===== src/rtl/out_serialiser.sv =====
// Double-buffered TDM output serialiser: the sequencer fills one bank while the other shifts out MSB first.
// Optional build macro OUT_MUTE_ON_UNDERRUN_EN: a frame that starts without a fresh bank is sent as silence.
module out_serialiser #(
    parameter int unsigned DIV      = 4,
    parameter int unsigned CHANNELS = 16
) (
    input  logic                        ck,
    input  logic                        rst,
    input  logic                        we,
    input  logic [$clog2(CHANNELS)-1:0] waddr,
    input  logic [15:0]                 wdata,
    input  logic                        done,
    output logic                        sck,
    output logic                        ws,
    output logic                        sd,
    output logic                        underrun
);
    localparam int unsigned AW = $clog2(CHANNELS);
    localparam int unsigned BW = AW + 4;
    localparam int unsigned DW = $clog2(DIV);
    localparam logic [DW-1:0] DIV_LAST = DW'(DIV - 1);
    localparam logic [BW-1:0] BIT_LAST = BW'(16 * CHANNELS - 1);

    typedef enum logic [1:0] {IDLE, SYNC, SHIFT} state_t;

    state_t        state;
    logic          wsel;
    logic          swap_pending;
    logic          done_q;
    logic          mute;
    logic [DW-1:0] div_cnt;
    logic [BW-1:0] bit_cnt;
    logic [15:0]   bank [2][CHANNELS];

    logic          done_rise;
    logic          shift_evt;
    logic          rd_sel;
    logic          mute_nxt;
    logic [BW-1:0] bit_nxt;
    logic [15:0]   word_nxt;
    logic          sd_nxt;

    assign done_rise = done & ~done_q;
    assign shift_evt = sck & (div_cnt == DIV_LAST);

    // Bit to present at the next shift event; on the SYNC exit it comes from the bank about to become the read bank.
    always_comb begin
        rd_sel   = ~wsel;
        mute_nxt = mute;
        bit_nxt  = bit_cnt + BW'(1);
        if (state == SYNC) begin
            bit_nxt = '0;
            if (swap_pending) begin
                rd_sel   = wsel;
                mute_nxt = 1'b0;
            end else begin
`ifdef OUT_MUTE_ON_UNDERRUN_EN
                mute_nxt = 1'b1;
`else
                mute_nxt = 1'b0;
`endif
            end
        end
        word_nxt = bank[rd_sel][bit_nxt[BW-1:4]];
        sd_nxt   = word_nxt[4'd15 - bit_nxt[3:0]] & ~mute_nxt;
    end

    // Sample storage is never reset; writes always land in the current fill bank.
    always_ff @(posedge ck) begin
        if (!rst && we) begin
            bank[wsel][waddr] <= wdata;
        end
    end

    always_ff @(posedge ck) begin
        done_q <= done;
        if (rst) begin
            state        <= IDLE;
            wsel         <= 1'b0;
            swap_pending <= 1'b0;
            mute         <= 1'b0;
            div_cnt      <= '0;
            bit_cnt      <= '0;
            sck          <= 1'b0;
            ws           <= 1'b0;
            sd           <= 1'b0;
            underrun     <= 1'b0;
        end else begin
            if (done_rise) begin
                swap_pending <= 1'b1;
            end
            if (state != IDLE) begin
                if (div_cnt == DIV_LAST) begin
                    div_cnt <= '0;
                    sck     <= ~sck;
                end else begin
                    div_cnt <= div_cnt + DW'(1);
                end
            end
            case (state)
                IDLE: begin
                    if (swap_pending) begin
                        state <= SYNC;
                        ws    <= 1'b1;
                    end
                end
                SYNC: begin
                    if (shift_evt) begin
                        state   <= SHIFT;
                        ws      <= 1'b0;
                        sd      <= sd_nxt;
                        bit_cnt <= '0;
                        mute    <= mute_nxt;
                        // A done edge landing on the swap cycle itself arms the following frame.
                        if (swap_pending) begin
                            wsel         <= ~wsel;
                            swap_pending <= done_rise;
                        end else begin
                            underrun <= 1'b1;
                        end
                    end
                end
                SHIFT: begin
                    if (shift_evt) begin
                        if (bit_cnt == BIT_LAST) begin
                            state   <= SYNC;
                            ws      <= 1'b1;
                            sd      <= 1'b0;
                            bit_cnt <= '0;
                        end else begin
                            sd      <= sd_nxt;
                            bit_cnt <= bit_nxt;
                        end
                    end
                end
                default: begin
                    state <= IDLE;
                end
            endcase
        end
    end
endmodule

===== config.mk =====
export PLATFORM = sky130hd
export DESIGN_NAME = out_serialiser
export DESIGN_NICKNAME = d
export VERILOG_FILES = /design/src/rtl/out_serialiser.sv
export SDC_FILE = /design/constraint.sdc
export NUM_CORES = 1
export LEC_CHECK = 0
export CAP_MARGIN = 20
export CELL_PAD_IN_SITES_DETAIL_PLACEMENT = 0
export CELL_PAD_IN_SITES_GLOBAL_PLACEMENT = 1
export CORE_MARGIN = 1.5
export CORE_UTILIZATION = 53
export CTS_CLUSTER_SIZE = 12
export DETAILED_ROUTE_END_ITERATION = 10
export GPL_TIMING_DRIVEN = 0
export PLACE_DENSITY = 0.91
export SLEW_MARGIN = 15
export SYNTH_ARGS = -nofsm -noshare
export SYNTH_HDL_FRONTEND = slang
export SYNTH_SLANG_ARGS = --single-unit
export TNS_END_PERCENT = 20

===== constraint.sdc =====
create_clock -name ck -period 3.1 [get_ports ck]
set_input_delay 0.93 -clock ck [delete_from_list [all_inputs] [get_ports ck]]
set_output_delay 0.93 -clock ck [all_outputs]
set_load 0.005 [all_outputs]

# Yosys cells after proc, flatten, opt, wreduce, memory -nomap -nowiden
# Memory sizes are Yosys's and may differ from the RTL's.
# Index checks and enable logic that the tools add are counted.
[classes]
n_addsub = 3
n_mul = 0
div = 0
n_lt_le_gt_ge = 4
eq_ne = 8
n_shift = 0
n_mux = 36
n_bitwise = 10
n_reduce_logical = 14
[ops]
columns = ["operator", "count"]
rows = [
  ["$mux W256", 1],
  ["$bmux W16 S4", 1],
  ["$demux W16 S4", 1],
  ["$mux W16", 3],
  ["$mux W8", 4],
  ["$mux W1", 16],
  ["$pmux W8 S2", 1],
  ["$ge A5 B5 Y1 const B", 2],
  ["$mux W2", 5],
  ["$not A4 Y5", 2],
  ["$reduce_and A3 Y1", 3],
  ["$add A8 B1 Y8 const B", 1],
  ["$eq A8 B8 Y1 const B", 1],
  ["$ne A2 B2 Y1 const B", 4],
  ["$pmux W2 S3", 1],
  ["$lt A4 B5 Y1 const B", 1],
  ["$lt A5 B1 Y1 const B", 1],
  ["$not A1 Y1", 5],
  ["$reduce_and A5 Y1", 1],
  ["$bmux W1 S4", 1],
  ["$eq A2 B2 Y1 const B", 2],
  ["$reduce_and A2 Y1", 2],
  ["$reduce_and A4 Y1", 1],
  ["$reduce_bool A2 Y1", 2],
  ["other kinds (10)", 13],
]
[word_totals]
ff_bits = 20
latchBits = 0
mem_bits_rw = 512
romBits = 0
in_bits = 24
out_inout_bits = 4
mem_count = 1
[mem_list]
columns = ["name", "depth", "word_bits", "rd", "rd_ports_with_merged_regs", "write_ports", "line_no", "rtl"]
rows = [
  ["bank", 2, 256, 1, 0, 1, "33", "logic [15:0] bank [2][CHANNELS];"],
]

# Depth between registers and ports, before layout
# An unclocked memory read counts as a cell.
[logic_depth]
depth_word = 13
mapped_depth = 15
ltp_nobuf = 11

# Worst setup path after synthesis
# No wires, ideal clock.
[synth_timing]
path_type = "reg-to-reg"
from = "reg wsel"
to = "mem bank[0][128] (netlist name) (enable)"
setup_ns = 0.389
arrival_time_ns = 2.452
required_time_ns = 2.711
path_slack_ns = 0.259
path_stages_with_launch = 8
n_path_buf = 5
period_less_slack_ns = 2.841
cell_sequence = "dfxtp_1 buf_4 buf_2 buf_2 buf_2 clkbuf_1 or3b_2 nor2_1"
[synth_rtl]
columns = ["element", "line_no", "rtl"]
rows = [
  ["start: declaration", "27", "logic wsel;"],
  ["start signal: assignment", "116", "wsel <= ~wsel;"],
  ["end: declaration", "33", ""],
]
# No word-level cell before the write port.

# Final worst setup path
[layout_timing]
from = "reg bit_cnt[4]"
to = "reg sd"
[layout_via]
elab_chain_len = 12
elab_cells_between_ends = 14
classes_between = "add/sub: 1; eq/ne: 1; mux: 10; bitwise: 2"
[layout_lines]
columns = ["element", "line_no", "rtl"]
rows = [
  ["start: declaration", "32", "logic [BW-1:0] bit_cnt;"],
  ["start signal: assignment", "132", "bit_cnt <= bit_nxt;"],
  ["$add A8 B1 Y8", "50", "bit_nxt = bit_cnt + BW'(1);"],
  ["$mux W8", "51", "if (state == SYNC) begin"],
  ["$not A4 Y5 (not written as such)", "64", "word_nxt = bank[rd_sel][bit_nxt[BW-1:4]];"],
  ["$bmux W16 S4", "64", ""],
  ["$mux W16 (not written as such) (2 in series)", "64", ""],
  ["$bmux W1 S4", "65", "sd_nxt = word_nxt[4'd15 - bit_nxt[3:0]] & ~mute_nxt;"],
  ["$mux W1 (not written as such)", "65", ""],
  ["$and A1 B1 Y1", "65", ""],
  ["$mux W1", "125", "if (bit_cnt == BIT_LAST) begin"],
  ["$mux W1", "124", "if (shift_evt) begin"],
  ["$pmux W1 S2 *", "100", "case (state)"],
  ["end signal: assignment", "111", "sd <= sd_nxt;"],
  ["end signal: assignment", "131", "sd <= sd_nxt;"],
  ["end: declaration", "15", "output logic sd,"],
]
# Every way passes the cells marked *; elsewhere a longest branch is shown, timed or not. The select of a mux whose other input is x is not followed.
# A chain may end at the register's enable or synchronous reset.

==> run_results.csv <==
group,metric,value,unit
status,status,"complete, but fails checks",
status,failed_checks,"setup timing",
sta,worstMarginPinSlew,1.18,ns
finish,seq_area,15800,sq um
finish,layout.cells.most_common_list,"512 x edfxtp_1, 300 x nand2_1, 120 x nand3_1",
synth,synth_warnings,0,
clocking,worst_setup_hold_path_clk_slew,0.06,ns
routing,avgRoutedWirePerCell,33.8,um
worst_setup_path,crit_path_max_fanout,10,
synth,post-synth-top-area-cell,"edfxtp_1",
finish,final_common_cell,"edfxtp_1",
worst_hold_path,hold_path.class,"register to register",
sta,final_min_period_over_clock_period,106,%
sta,timing.clock.skew,0.0144,ns
synth,async_flop_share,0,%
worst_setup_path,crit_slowest_cell,"xnor2_4",
synth,syn_area_per_cell,14.0,sq um
sta,setup_ws,-0.198,ns
synth,synth_top_area_share,71.0,%
floorplanning,std_cell_rows,73,
floorplanning,pin_count,28,
routing,drc_violations,0,
place,dpl.hpwl,47800,um
finish,multi_input_comb_area,5980,sq um
place,number_of_cells_in_the_design_after_placement,2119,
finish,area_growth_syn_to_layout,19.8,%
global_routing,number_of_antenna_violations_at_the_first_check_in_global_routing,3,
floorplanning,initial_core_util,54.1,%
clocking,cts_made_buffers,55,
floorplanning,floorplan.die.height,205,um
sta,tmin_final,3.30,ns
finish,fin_cells,2243,
synth,post_synth_inst_count,1544,
sta,timing.final.setup_violations,1,
synth,synth-seq-cells,532,
routing,postRouteAntennaNets,0,
synth,yosysUniqueCellTypes,63,
global_routing,globalRoute.totalOverflow,0,
synth,yosys_most_used_dff,"edfxtp_1",
floorplanning,coreArea,40000,sq um
clocking,clock_sink_count,532,
global_routing,grt_start_max_net_pins,33,
synth,post_synth_main_area_contributors,"edfxtp_1 71%, nand2_1 5.2%, mux2i_1 4.3%",
place,gp_congestion,0.996,
sta,final-max-slew-violation-count,0,
sta,rsz0062_at_grt,"true",
pwr,static-leakage-power,8.52,nW
place,place_ws,-1.44,ns
synth,synth_enable_flop_cells,512,
routing,route.detailed.vias_per_inst,6.82,
synth,synth.cell_area,21600,sq um
synth,post_synthesis_net_count,1570,
worst_setup_path,rrSetupSlack,-0.20,ns
synth,seq_area_frac_synth,72.9,%
clocking,insertion_delay,0.63,ns
clocking,cts_tree,"yes",
floorplanning,floorplan.die_area,42100,sq um
worst_setup_path,cp_slowest_stage_delay,0.73,ns
finish,fillCellCount,2738,
routing,drt_first_pass_iters,6,
sta,slew-limit-headroom,21.4,%
routing,finalWirelength,75700,um
worst_setup_path,critical_path.cell_chain,"and4_4 -> and2_4 -> xnor2_4 -> mux2_2 -> or3_1 -> nand4_1 -> a21oi_1 -> or4_1 -> o311ai_1 -> nand3_1",
sta,finalHoldViolCount,0,
pwr,worst_ir_drop_vdd,0.458,mV
routing,drtIter0Drc,3078,
worst_setup_path,arrival,3.81,ns
sta,fmax,303,MHz
place,io_buffer_count,27,
global_routing,grt.total_usage,36.5,%
global_routing,grt_pass1_vias,14500,
worst_setup_path,worst-endpoint-required,3.61,ns
worst_setup_path,crit_path_end_kind,"register",
floorplanning,die_width,205,um
worst_setup_path,timing_worst_setup_path_type,"register to register",
global_routing,global_route_wire_length_before_repair,105000,um
clocking,clockRootBuffer,"clkbuf_16",
clocking,cts_max_level,2,
finish,finish.net_count,1703,
finish,drive_above_1_share,18.5,%
clocking,clockBufferDepth,3,
worst_setup_path,setup.worst_path.start_class,"register",
job,max-cap-violations,0,
pwr,p_per_area,565,nW/um^2
routing,via_count,15300,
==> power by group <==
part | internal, mW | switching, mW | total, mW | leakage (nW)
registers | 7.91 | 0.0104 | 7.92 | 4.77
clock network | 3.56 | 2.74 | 6.30 | 0.804
logic | 0.118 | 0.336 | 0.455 | 2.95
==> Yosys cell counts, types with 7 or more instances <==
cell type  instances
a2111oi_0         10
a211oi_1          19
a21oi_1           81
a22oi_1           22
a311oi_1           9
a31oi_1           24
a32oi_1            7
buf_1              7
buf_2             36
buf_4             10
clkbuf_1          36
dfxtp_1           20
edfxtp_1         512
mux2_2             8
mux2i_1           93
mux4_2            13
nand2_1          301
nand3_1          126
nand4_1            9
nor2_1            68
nor2b_1           22
nor3_1             9
o21ai_0           17
xor2_1             7
==> what timing repair did <==
item / in CTS / in global routing
setup buffers: 18 / 6
pin swaps: 18 / 9
endpoints found under the setup margin: 503 / 261
cloned: 0 / 0
resized for setup: 81 / 76
hold buffers: 0 / 0
==> stage by stage <==
stage               power [mW]  TNS [ns]  util (%)  hold WS, ns  area [sq um]
floorplan                 8.20         0         -        0.431         21600
CTS                       14.6    -0.189      63.9        0.468         25600
finish                    14.7    -0.198      64.8        0.468         25900
global route              14.9    -0.189      64.8        0.498         25900
detailed placement        8.47   -256.90      58.3        0.448         23300
global placement          8.44   -723.59      56.4        0.441         22600
==> final timing paths <==
check,startpoint,endpoint,cells past startpoint
worst min-delay path,mute$_SDFFE_PP0P_,mute$_SDFFE_PP0P_,1
worst min register to register,mute$_SDFFE_PP0P_,mute$_SDFFE_PP0P_,1
worst max register to register,bit_cnt[4]$_SDFFE_PP0P_,sd$_SDFFE_PP0P_,10
worst max-delay path,bit_cnt[4]$_SDFFE_PP0P_,sd$_SDFFE_PP0P_,10
==> final cells by class <==
| cell class | count | share of cell area, % |
|---|---|---|
| multi-input combinational | 917 | 23.1 |
| antenna | 2 | 0.0193 |
| clock inverter | 19 | 0.584 |
| inverter | 3 | 0.0434 |
| tap | 525 | 2.53 |
| buffer | 91 | 2.34 |
| sequential | 532 | 60.8 |
| timing repair buffer | 77 | 4.74 |
| clock buffer | 77 | 5.86 |
==> state kept, by name (all words and copies together), names as in the netlist, 2 cells and up <==
name and cells:
bit_cnt 8, bank 512, div_cnt 2, state 2
==> routing by layer <==
metal / track usage [%] / vias to the layer above / share of wire, %
li1: - / 6099 / -
met1: 49.0 / 7445 / 35
met2: 52.2 / 1432 / 43
met3: 11.3 / 315 / 15
met4: 21.9 / 2 / 6.5
met5: 0 / - / 0.012
==> cells by family after synthesis <==
logic type / synth area share, %
mux: 6.20
simple gates: 11.6
fa+ha+maj: 0.116
buf+inv: 2.13
flops: 72.9
compound gates: 6.49
xor+xnor: 0.566
==> critical path: cells and delay by family (launching register included) <==
kind / cells / cell delay [ns]
xor+xnor: 1 / 0.73
flops: 1 / 0.41
mux: 1 / 0.44
compound gates: 2 / 0.15
simple gates: 6 / 1.43
Note: power is estimated with default switching activity, not from simulation.
